### src/rtl/display_scan_ctrl_if.sv
`default_nettype none
// ============================================================================
// Module      : display_scan_ctrl_if
// Description : Signal bundle between the timer/BCD datapath and the 7-segment
//               scan controller (inputs to the scanner, pin-level outputs).
// Revision    : 1.0 - initial release
// ============================================================================
interface display_scan_ctrl_if #(
  parameter int DIGITS = 4
);
  logic                  EN;
  logic [4*DIGITS-1:0]   DATA;
  logic [DIGITS-1:0]     DP;
  logic [DIGITS-1:0]     BLINK;
  logic                  LZB;
  logic [DIGITS-1:0]     SEL;
  logic [6:0]            SEG;
  logic                  SEG_DP;
  logic                  FRAME;

  // Datapath side: supplies digits and controls, observes the pins.
  modport master (
    output EN, DATA, DP, BLINK, LZB,
    input  SEL, SEG, SEG_DP, FRAME
  );

  // Scan controller side.
  modport slave (
    input  EN, DATA, DP, BLINK, LZB,
    output SEL, SEG, SEG_DP, FRAME
  );
endinterface
`default_nettype wire

### src/rtl/display_scan_ctrl.sv
`default_nettype none
// ============================================================================
// Module      : display_scan_ctrl
// Description : Multiplexed 7-segment scan controller. One-hot digit ring with
//               dead-time blanking, per-digit capture, BCD decode, leading-zero
//               blanking and per-digit blink. All pins are driven from flops.
// Revision    : 1.0 - initial release
// ============================================================================
module display_scan_ctrl #(
  parameter int   DIGITS    = 4,
  parameter int   SCAN_DIV  = 50000,
  parameter int   BLANK_CYC = 500,
  parameter int   BLINK_DIV = 256,
  parameter logic ACT_STATE = 1'b0
) (
  input  logic                CLK,
  input  logic                CLR,
  display_scan_ctrl_if.slave  bus
);

  localparam int CW = $clog2(SCAN_DIV);
  localparam int IW = $clog2(DIGITS);
  localparam int BW = (BLINK_DIV > 1) ? $clog2(BLINK_DIV) : 1;

  localparam logic [CW-1:0]     CNT_LAST = CW'(SCAN_DIV - 1);
  localparam logic [CW-1:0]     CNT_CAP  = CW'(BLANK_CYC - 1);
  localparam logic [IW-1:0]     IDX_LAST = IW'(DIGITS - 1);
  localparam logic [BW-1:0]     BLK_LAST = BW'(BLINK_DIV - 1);
  localparam logic [DIGITS-1:0] SEL_OFF  = {DIGITS{~ACT_STATE}};
  localparam logic [6:0]        SEG_OFF  = {7{~ACT_STATE}};

  typedef enum logic [1:0] {
    IDLE  = 2'd0,
    BLANK = 2'd1,
    SHOW  = 2'd2
  } state_t;

  state_t          state, state_n;
  logic [CW-1:0]   cnt, cnt_n;
  logic [IW-1:0]   idx, idx_n;
  logic            capture;
  logic [3:0]      cap_nib, cap_nib_n;
  logic            cap_dp, cap_dp_n;
  logic            cap_lzb, cap_lzb_n;
  logic [BW-1:0]   blk_cnt;
  logic            phase;
  logic            frame_evt;
  logic [3:0]      nib [DIGITS];
  logic [DIGITS-1:0] lz;
  logic [DIGITS-1:0] sel_hot;
  logic [6:0]      seg_hi;
  logic            show_n;
  logic            blink_off;

  // Active-high segment pattern (a = bit 0); non-decimal nibbles show a dash.
  function automatic logic [6:0] seg_decode(input logic [3:0] n);
    case (n)
      4'd0:    seg_decode = 7'h3F;
      4'd1:    seg_decode = 7'h06;
      4'd2:    seg_decode = 7'h5B;
      4'd3:    seg_decode = 7'h4F;
      4'd4:    seg_decode = 7'h66;
      4'd5:    seg_decode = 7'h6D;
      4'd6:    seg_decode = 7'h7D;
      4'd7:    seg_decode = 7'h07;
      4'd8:    seg_decode = 7'h7F;
      4'd9:    seg_decode = 7'h6F;
      default: seg_decode = 7'h40;
    endcase
  endfunction

  for (genvar i = 0; i < DIGITS; i++) begin : g_nib
    assign nib[i] = bus.DATA[4*i +: 4];
  end

  // lz[i] is set when digit i and every more-significant digit are zero.
  always_comb begin
    logic run;
    lz  = '0;
    run = 1'b1;
    for (int i = DIGITS - 1; i >= 0; i--) begin
      run   = run & (nib[i] == 4'd0);
      lz[i] = run;
    end
  end

  // Scan sequencer: next state, slot counter and digit index.
  always_comb begin
    state_n = state;
    cnt_n   = cnt;
    idx_n   = idx;
    capture = 1'b0;
    case (state)
      IDLE: begin
        if (bus.EN) begin
          state_n = BLANK;
          cnt_n   = '0;
          idx_n   = '0;
        end
      end
      BLANK: begin
        if (!bus.EN) begin
          state_n = IDLE;
          cnt_n   = '0;
          idx_n   = '0;
        end else begin
          cnt_n = cnt + 1'b1;
          if (cnt == CNT_CAP) begin
            capture = 1'b1;
            state_n = SHOW;
          end
        end
      end
      SHOW: begin
        if (!bus.EN) begin
          state_n = IDLE;
          cnt_n   = '0;
          idx_n   = '0;
        end else if (cnt == CNT_LAST) begin
          state_n = BLANK;
          cnt_n   = '0;
          idx_n   = (idx == IDX_LAST) ? '0 : idx + 1'b1;
        end else begin
          cnt_n = cnt + 1'b1;
        end
      end
      default: begin
        state_n = IDLE;
        cnt_n   = '0;
        idx_n   = '0;
      end
    endcase
  end

  // Capture values as they will be after this edge, so the first SHOW cycle
  // already displays the freshly captured digit.
  always_comb begin
    cap_nib_n = capture ? nib[idx] : cap_nib;
    cap_dp_n  = capture ? bus.DP[idx] : cap_dp;
    cap_lzb_n = capture ? (bus.LZB && (idx != '0) && lz[idx]) : cap_lzb;
    frame_evt = (state == SHOW) && (idx == IDX_LAST) && (cnt == CNT_LAST);
    show_n    = (state_n == SHOW);
    blink_off = phase & bus.BLINK[idx_n];
    seg_hi    = seg_decode(cap_nib_n);
    sel_hot   = '0;
    sel_hot[idx_n] = 1'b1;
  end

  // Sequencer and capture registers.
  always_ff @(posedge CLK or posedge CLR) begin
    if (CLR) begin
      state   <= IDLE;
      cnt     <= '0;
      idx     <= '0;
      cap_nib <= '0;
      cap_dp  <= 1'b0;
      cap_lzb <= 1'b0;
    end else begin
      state   <= state_n;
      cnt     <= cnt_n;
      idx     <= idx_n;
      cap_nib <= cap_nib_n;
      cap_dp  <= cap_dp_n;
      cap_lzb <= cap_lzb_n;
    end
  end

  // Blink timebase: counts frames, holds while idle, toggles phase on wrap.
  always_ff @(posedge CLK or posedge CLR) begin
    if (CLR) begin
      blk_cnt <= '0;
      phase   <= 1'b0;
    end else if (frame_evt) begin
      if (blk_cnt == BLK_LAST) begin
        blk_cnt <= '0;
        phase   <= ~phase;
      end else begin
        blk_cnt <= blk_cnt + 1'b1;
      end
    end
  end

  // Pin registers; XOR with the inactive mask maps active-high to pin level.
  always_ff @(posedge CLK or posedge CLR) begin
    if (CLR) begin
      bus.SEL    <= SEL_OFF;
      bus.SEG    <= SEG_OFF;
      bus.SEG_DP <= ~ACT_STATE;
      bus.FRAME  <= 1'b0;
    end else begin
      bus.SEL    <= show_n ? (sel_hot ^ SEL_OFF) : SEL_OFF;
      bus.SEG    <= (show_n && !cap_lzb_n && !blink_off) ? (seg_hi ^ SEG_OFF) : SEG_OFF;
      bus.SEG_DP <= (show_n && cap_dp_n && !blink_off) ? ACT_STATE : ~ACT_STATE;
      bus.FRAME  <= frame_evt;
    end
  end

endmodule
`default_nettype wire

### src/flat_wrapper.sv
// flat-port wrapper written by rule: the top's interface ports become plain ports
module display_scan_ctrl_flat 
#(
  parameter int   DIGITS    = 4,
  parameter int   SCAN_DIV  = 50000,
  parameter int   BLANK_CYC = 500,
  parameter int   BLINK_DIV = 256,
  parameter logic ACT_STATE = 1'b0
)
  (CLK, CLR, bus_EN, bus_DATA, bus_DP, bus_BLINK, bus_LZB, bus_SEL, bus_SEG, bus_SEG_DP, bus_FRAME);
  display_scan_ctrl_if #(.DIGITS(DIGITS)) bus_i ();
  input  logic CLK;
  input  logic CLR;
  input wire logic [$bits(bus_i.EN)-1:0] bus_EN;
  input wire logic [$bits(bus_i.DATA)-1:0] bus_DATA;
  input wire logic [$bits(bus_i.DP)-1:0] bus_DP;
  input wire logic [$bits(bus_i.BLINK)-1:0] bus_BLINK;
  input wire logic [$bits(bus_i.LZB)-1:0] bus_LZB;
  output wire logic [$bits(bus_i.SEL)-1:0] bus_SEL;
  output wire logic [$bits(bus_i.SEG)-1:0] bus_SEG;
  output wire logic [$bits(bus_i.SEG_DP)-1:0] bus_SEG_DP;
  output wire logic [$bits(bus_i.FRAME)-1:0] bus_FRAME;
  assign bus_i.EN = bus_EN;
  assign bus_i.DATA = bus_DATA;
  assign bus_i.DP = bus_DP;
  assign bus_i.BLINK = bus_BLINK;
  assign bus_i.LZB = bus_LZB;
  assign bus_SEL = bus_i.SEL;
  assign bus_SEG = bus_i.SEG;
  assign bus_SEG_DP = bus_i.SEG_DP;
  assign bus_FRAME = bus_i.FRAME;
  display_scan_ctrl #(.DIGITS(DIGITS), .SCAN_DIV(SCAN_DIV), .BLANK_CYC(BLANK_CYC), .BLINK_DIV(BLINK_DIV), .ACT_STATE(ACT_STATE)) u_core (.CLK(CLK), .CLR(CLR), .bus(bus_i));
endmodule
### config.mk
export PLATFORM = sky130hd
export DESIGN_NAME = display_scan_ctrl_flat
export DESIGN_NICKNAME = d
export VERILOG_FILES = /design/src/rtl/display_scan_ctrl_if.sv /design/src/rtl/display_scan_ctrl.sv /design/src/flat_wrapper.sv
export SDC_FILE = /design/constraint.sdc
export NUM_CORES = 1
export LEC_CHECK = 0
export BUFFER_PORTS_ARGS = -buffer_cell sky130_fd_sc_hd__buf_2
export CAP_MARGIN = 20
export CORE_ASPECT_RATIO = 2
export CORE_MARGIN = 2
export CORE_UTILIZATION = 35
export DETAILED_ROUTE_END_ITERATION = 7
export SETUP_SLACK_MARGIN = 0.15
export SLEW_MARGIN = 20
export SYNTH_ARGS = -nofsm -noshare
export SYNTH_HDL_FRONTEND = slang
export SYNTH_SLANG_ARGS = --single-unit
### constraint.sdc
create_clock -name CLK -period 9.25 [get_ports CLK]
set_clock_uncertainty 0.15 [all_clocks]
set_input_delay 2.775 -clock CLK [delete_from_list [all_inputs] [get_ports CLK]]
set_output_delay 2.775 -clock CLK [all_outputs]
set_load 0.02 [all_outputs]
==> out/summary.json <==
{
  "run_status": {
    "run_status": "finished clean"
  },
  "clock_tree": {
    "insertion_delay_ps": 290,
    "cts.htree.levels": 2,
    "cts_setup_buffers": 0,
    "cts_buffer_depth": 2,
    "cts-root-buf": "sky130_fd_sc_hd__clkbuf_16",
    "clk_transition_reported_paths_ps": 60,
    "postCtsHoldBufs": 0,
    "tritoncts_clock_tree": "yes",
    "clock_sink_count": 48,
    "postcts_resize_cnt": 0,
    "cts_made_buffers": 5
  },
  "drt": {
    "avgRoutedWirePerCell_um": 14.0,
    "dr.first_iter.drc_count": 81,
    "vias": 2202,
    "drc": 0,
    "route.antenna.remaining_nets": 0,
    "totalWireLength_um": 5840,
    "maxUsedRoutingLayer": "met4",
    "detail_route.wirelength.met1_um": 2700,
    "vias_per_cell": 5.28,
    "drtPass1Iterations": 4,
    "met2WireLength_um": 2740,
    "met3_length_um": 309
  },
  "finish": {
    "layout_utilization_pct": 41.4,
    "num_antenna_cells": 0,
    "drive_gt1_share_pct": 25.2,
    "postLayoutCellArea_sq_um": 3240,
    "final_cell_count_no_fill": 417,
    "finalNetCount": 361,
    "areaGrowthSynthToFinish_pct": 16.9
  },
  "sta": {
    "finalSetupViolations": 0,
    "slew-limit-headroom_pct": 46.5,
    "timing_worst_slew_pin_value_ps": 801,
    "achievable-frequency_mhz": 197,
    "number_of_max_slew_violations_in_the_final_report": 0,
    "finalSetupTns_ps": 0,
    "timing.final.hold_violations": 0,
    "period_share_pct": 55.0,
    "whs_ps": 316,
    "grt_setup_unrepaired": "false",
    "period_needed_ps": 5090
  },
  "synthesis": {
    "portion_of_the_post_synthesis_area_used_by_sequential_elements_pct": 43.9,
    "async_flop_share_pct": 100,
    "synth_top_cell_area_share_pct": 32.5,
    "syn-num-nets": 322,
    "synth_cell_types": 49,
    "synth-warning-count": 0,
    "synthTopCellsByArea": "sky130_fd_sc_hd__dfrtp_1 32%, sky130_fd_sc_hd__dfstp_2 11%, sky130_fd_sc_hd__ha_1 5.9%",
    "area_leader_netlist": "sky130_fd_sc_hd__dfrtp_1",
    "syn_inst": 281,
    "ys_seq_elements": 48,
    "synth.cell_area_sq_um": 2770,
    "number_of_synthesized_flops_with_an_enable_pin": 0,
    "synth_flop_cell": "sky130_fd_sc_hd__dfrtp_1",
    "syn_avg_cell_area_sq_um": 9.87
  },
  "setup_path": {
    "arrival_ps": 5140,
    "max_stage_delay_ps": 650,
    "worstSetupPathType": "input pin to register",
    "crit_required_ps": 9300,
    "timing.critical_path.to_type": "register",
    "worst_path_max_delay_cell": "sky130_fd_sc_hd__nor2b_1",
    "critical_path.startpoint_type": "input pin",
    "worstPathCellList": "buf_2 > nand2_1 > nor2b_1 > mux2i_1 > inv_1 > ha_1 > a21oi_1 > nor2_1 > or4_1",
    "critPathMaxFanout": 10
  },
  "die": {
    "initial_core_util_pct": 35.4,
    "die_x_um": 66.9,
    "floorplan.io_pins": 41,
    "floorplan.core_area_sq_um": 7830,
    "row_count": 46,
    "chipHeight_um": 130,
    "full_die_area_sq_um": 8690
  },
  "placed_design": {
    "gp_congestion": 0.766,
    "post-place-cells": 408,
    "placement.cell_area_sq_um": 3060,
    "place.port_buffers": 40,
    "hpwl_after_dpl_um": 4250
  },
  "global_routing": {
    "grt_usage_pct": 14.4,
    "maximum_number_of_pins_on_one_net_before_global_route_repair": 49,
    "number_of_antenna_violations_at_the_first_check_in_global_routing": 0,
    "overflow": 0,
    "grt_pass1_wl_um": 9750,
    "first_global_vias": 2140
  },
  "power": {
    "irDropWorstVdd_uv": 133,
    "p_leak_nw": 1.44,
    "cellPowerDensity_nw_per_um2": 155
  },
  "hold_path": {
    "worstHoldPathType": "register to register"
  },
  "job": {
    "cap_violations": 0
  }
}
==> layout make-up <==
type	instances	area (sq um)
clock buffer	6	129
sequential	48	1220
timing repair buffer	41	220
inverter	15	56.3
clock inverter	2	35.0
fill	776	4590
multi-input combinational	209	1460
tap	96	120
==> path summary, 6_finish.rpt <==
| check | start | endpoint | slack (ps) | cells after the start |
|---|---|---|---|---|
| hold / removal | u_core.blk_cnt[6] | u_core.blk_cnt[6] | 320 | 1 |
| setup / recovery | bus_EN | u_core.bus.SEG[6] | 4160 | 9 |
| min in group asynchronous | CLR | u_core.cnt[6] | 2280 | 2 |
| max in group asynchronous | CLR | u_core.bus.SEG[2] | 6110 | 3 |
| setup reg to reg | u_core.cnt[0] | u_core.bus.SEG[6] | 5410 | 10 |
| hold reg to reg | u_core.blk_cnt[6] | u_core.blk_cnt[6] | 320 | 1 |
==> metal layers <==
metal / global-route usage (%) / vias to the layer above
met2: 23.5 / 58
met1: 19.2 / 1051
li1: - / 1085
met4: 4.68 / 0
met3: 2.76 / 8
met5: 0 / -
==> Yosys cell counts, types with 3 or more instances <==
library cell,n
sky130_fd_sc_hd__nor2_1,19
sky130_fd_sc_hd__a21oi_1,7
sky130_fd_sc_hd__nand4_1,5
sky130_fd_sc_hd__nor3_1,6
sky130_fd_sc_hd__o21ai_0,26
sky130_fd_sc_hd__and3_1,9
sky130_fd_sc_hd__mux2_2,5
sky130_fd_sc_hd__inv_1,15
sky130_fd_sc_hd__o31ai_1,3
sky130_fd_sc_hd__ha_1,13
sky130_fd_sc_hd__nand2_1,35
sky130_fd_sc_hd__nand3_1,12
sky130_fd_sc_hd__nand3b_1,6
sky130_fd_sc_hd__xor2_1,4
sky130_fd_sc_hd__mux2i_1,9
sky130_fd_sc_hd__mux4_2,5
sky130_fd_sc_hd__xnor2_1,3
sky130_fd_sc_hd__or4_1,3
sky130_fd_sc_hd__dfrtp_1,36
sky130_fd_sc_hd__nand2b_1,3
sky130_fd_sc_hd__dfstp_2,12
sky130_fd_sc_hd__clkbuf_1,7
sky130_fd_sc_hd__nor4_1,5
==> kinds of logic after synthesis <==
family / Yosys count / share of synthesized area, %
simple gates: 119 / 23.2
compound gates: 51 / 12.1
flops: 48 / 43.9
buf+inv: 24 / 3.34
mux: 19 / 9.34
fa+ha+maj: 13 / 5.87
xor+xnor: 7 / 2.21
==> layout by cell type, fill, tap and decap left out, types with 2 or more instances in the layout <==
master                      instances
sky130_fd_sc_hd__or4_4              2
sky130_fd_sc_hd__or4bb_1            2
sky130_fd_sc_hd__dfstp_2           12
sky130_fd_sc_hd__mux4_2             5
sky130_fd_sc_hd__nand3b_1           6
sky130_fd_sc_hd__o21ai_0           26
sky130_fd_sc_hd__o31ai_1            3
sky130_fd_sc_hd__mux2i_1            9
sky130_fd_sc_hd__nor3_1             6
sky130_fd_sc_hd__ha_1              13
sky130_fd_sc_hd__a21o_1             2
sky130_fd_sc_hd__mux2_2             5
sky130_fd_sc_hd__nand2b_1           3
sky130_fd_sc_hd__and4_1             2
sky130_fd_sc_hd__inv_1             14
sky130_fd_sc_hd__nor2b_1            2
sky130_fd_sc_hd__buf_2             40
sky130_fd_sc_hd__nor4_1             5
sky130_fd_sc_hd__clkbuf_16          5
sky130_fd_sc_hd__or4_1              3
sky130_fd_sc_hd__nand4_1            5
sky130_fd_sc_hd__dfrtp_1           36
sky130_fd_sc_hd__xnor2_1            3
sky130_fd_sc_hd__xor2_1             4
sky130_fd_sc_hd__nand2_1           35
sky130_fd_sc_hd__a21oi_1            7
sky130_fd_sc_hd__nand3_1           12
sky130_fd_sc_hd__and3_1             9
sky130_fd_sc_hd__nor2_1            19
sky130_fd_sc_hd__a41oi_1            2
==> metrics by stage <==
step / worst slack (ps) / power, mW
after global placement: 3980 / 0.299
after CTS: 4140 / 0.507
after floorplan: 4290 / 0.280
after detailed placement: 3840 / 0.301
after global routing: 3890 / 0.525
final: 4160 / 0.502
==> flip-flops by register name, summed over array words and instances, names as in the netlist <==
name	flops
u_core.cnt	16
u_core.blk_cnt	8
u_core.bus.SEG	7
u_core.bus.SEL	4
u_core.cap_nib	4
u_core.idx	2
u_core.state	2
u_core.bus.FRAME	1
u_core.bus.SEG_DP	1
u_core.cap_dp	1
u_core.cap_lzb	1
u_core.phase	1
==> worst max-delay path: cells and delay by family <==
family | cells | cell delay (ps)
simple gates | 4 | 1240
compound gates | 1 | 120
mux | 1 | 420
fa+ha+maj | 1 | 230
buf+inv | 2 | 330
==> power by group <==
| part | leakage [nW] | internal (mW) | switching [mW] |
|---|---|---|---|
| sequential | 0.622 | 0.215 | 0.00614 |
| combinational | 0.737 | 0.0290 | 0.0490 |
| clock | 0.0808 | 0.127 | 0.0758 |
Note: power is estimated with default switching activity, not from simulation.
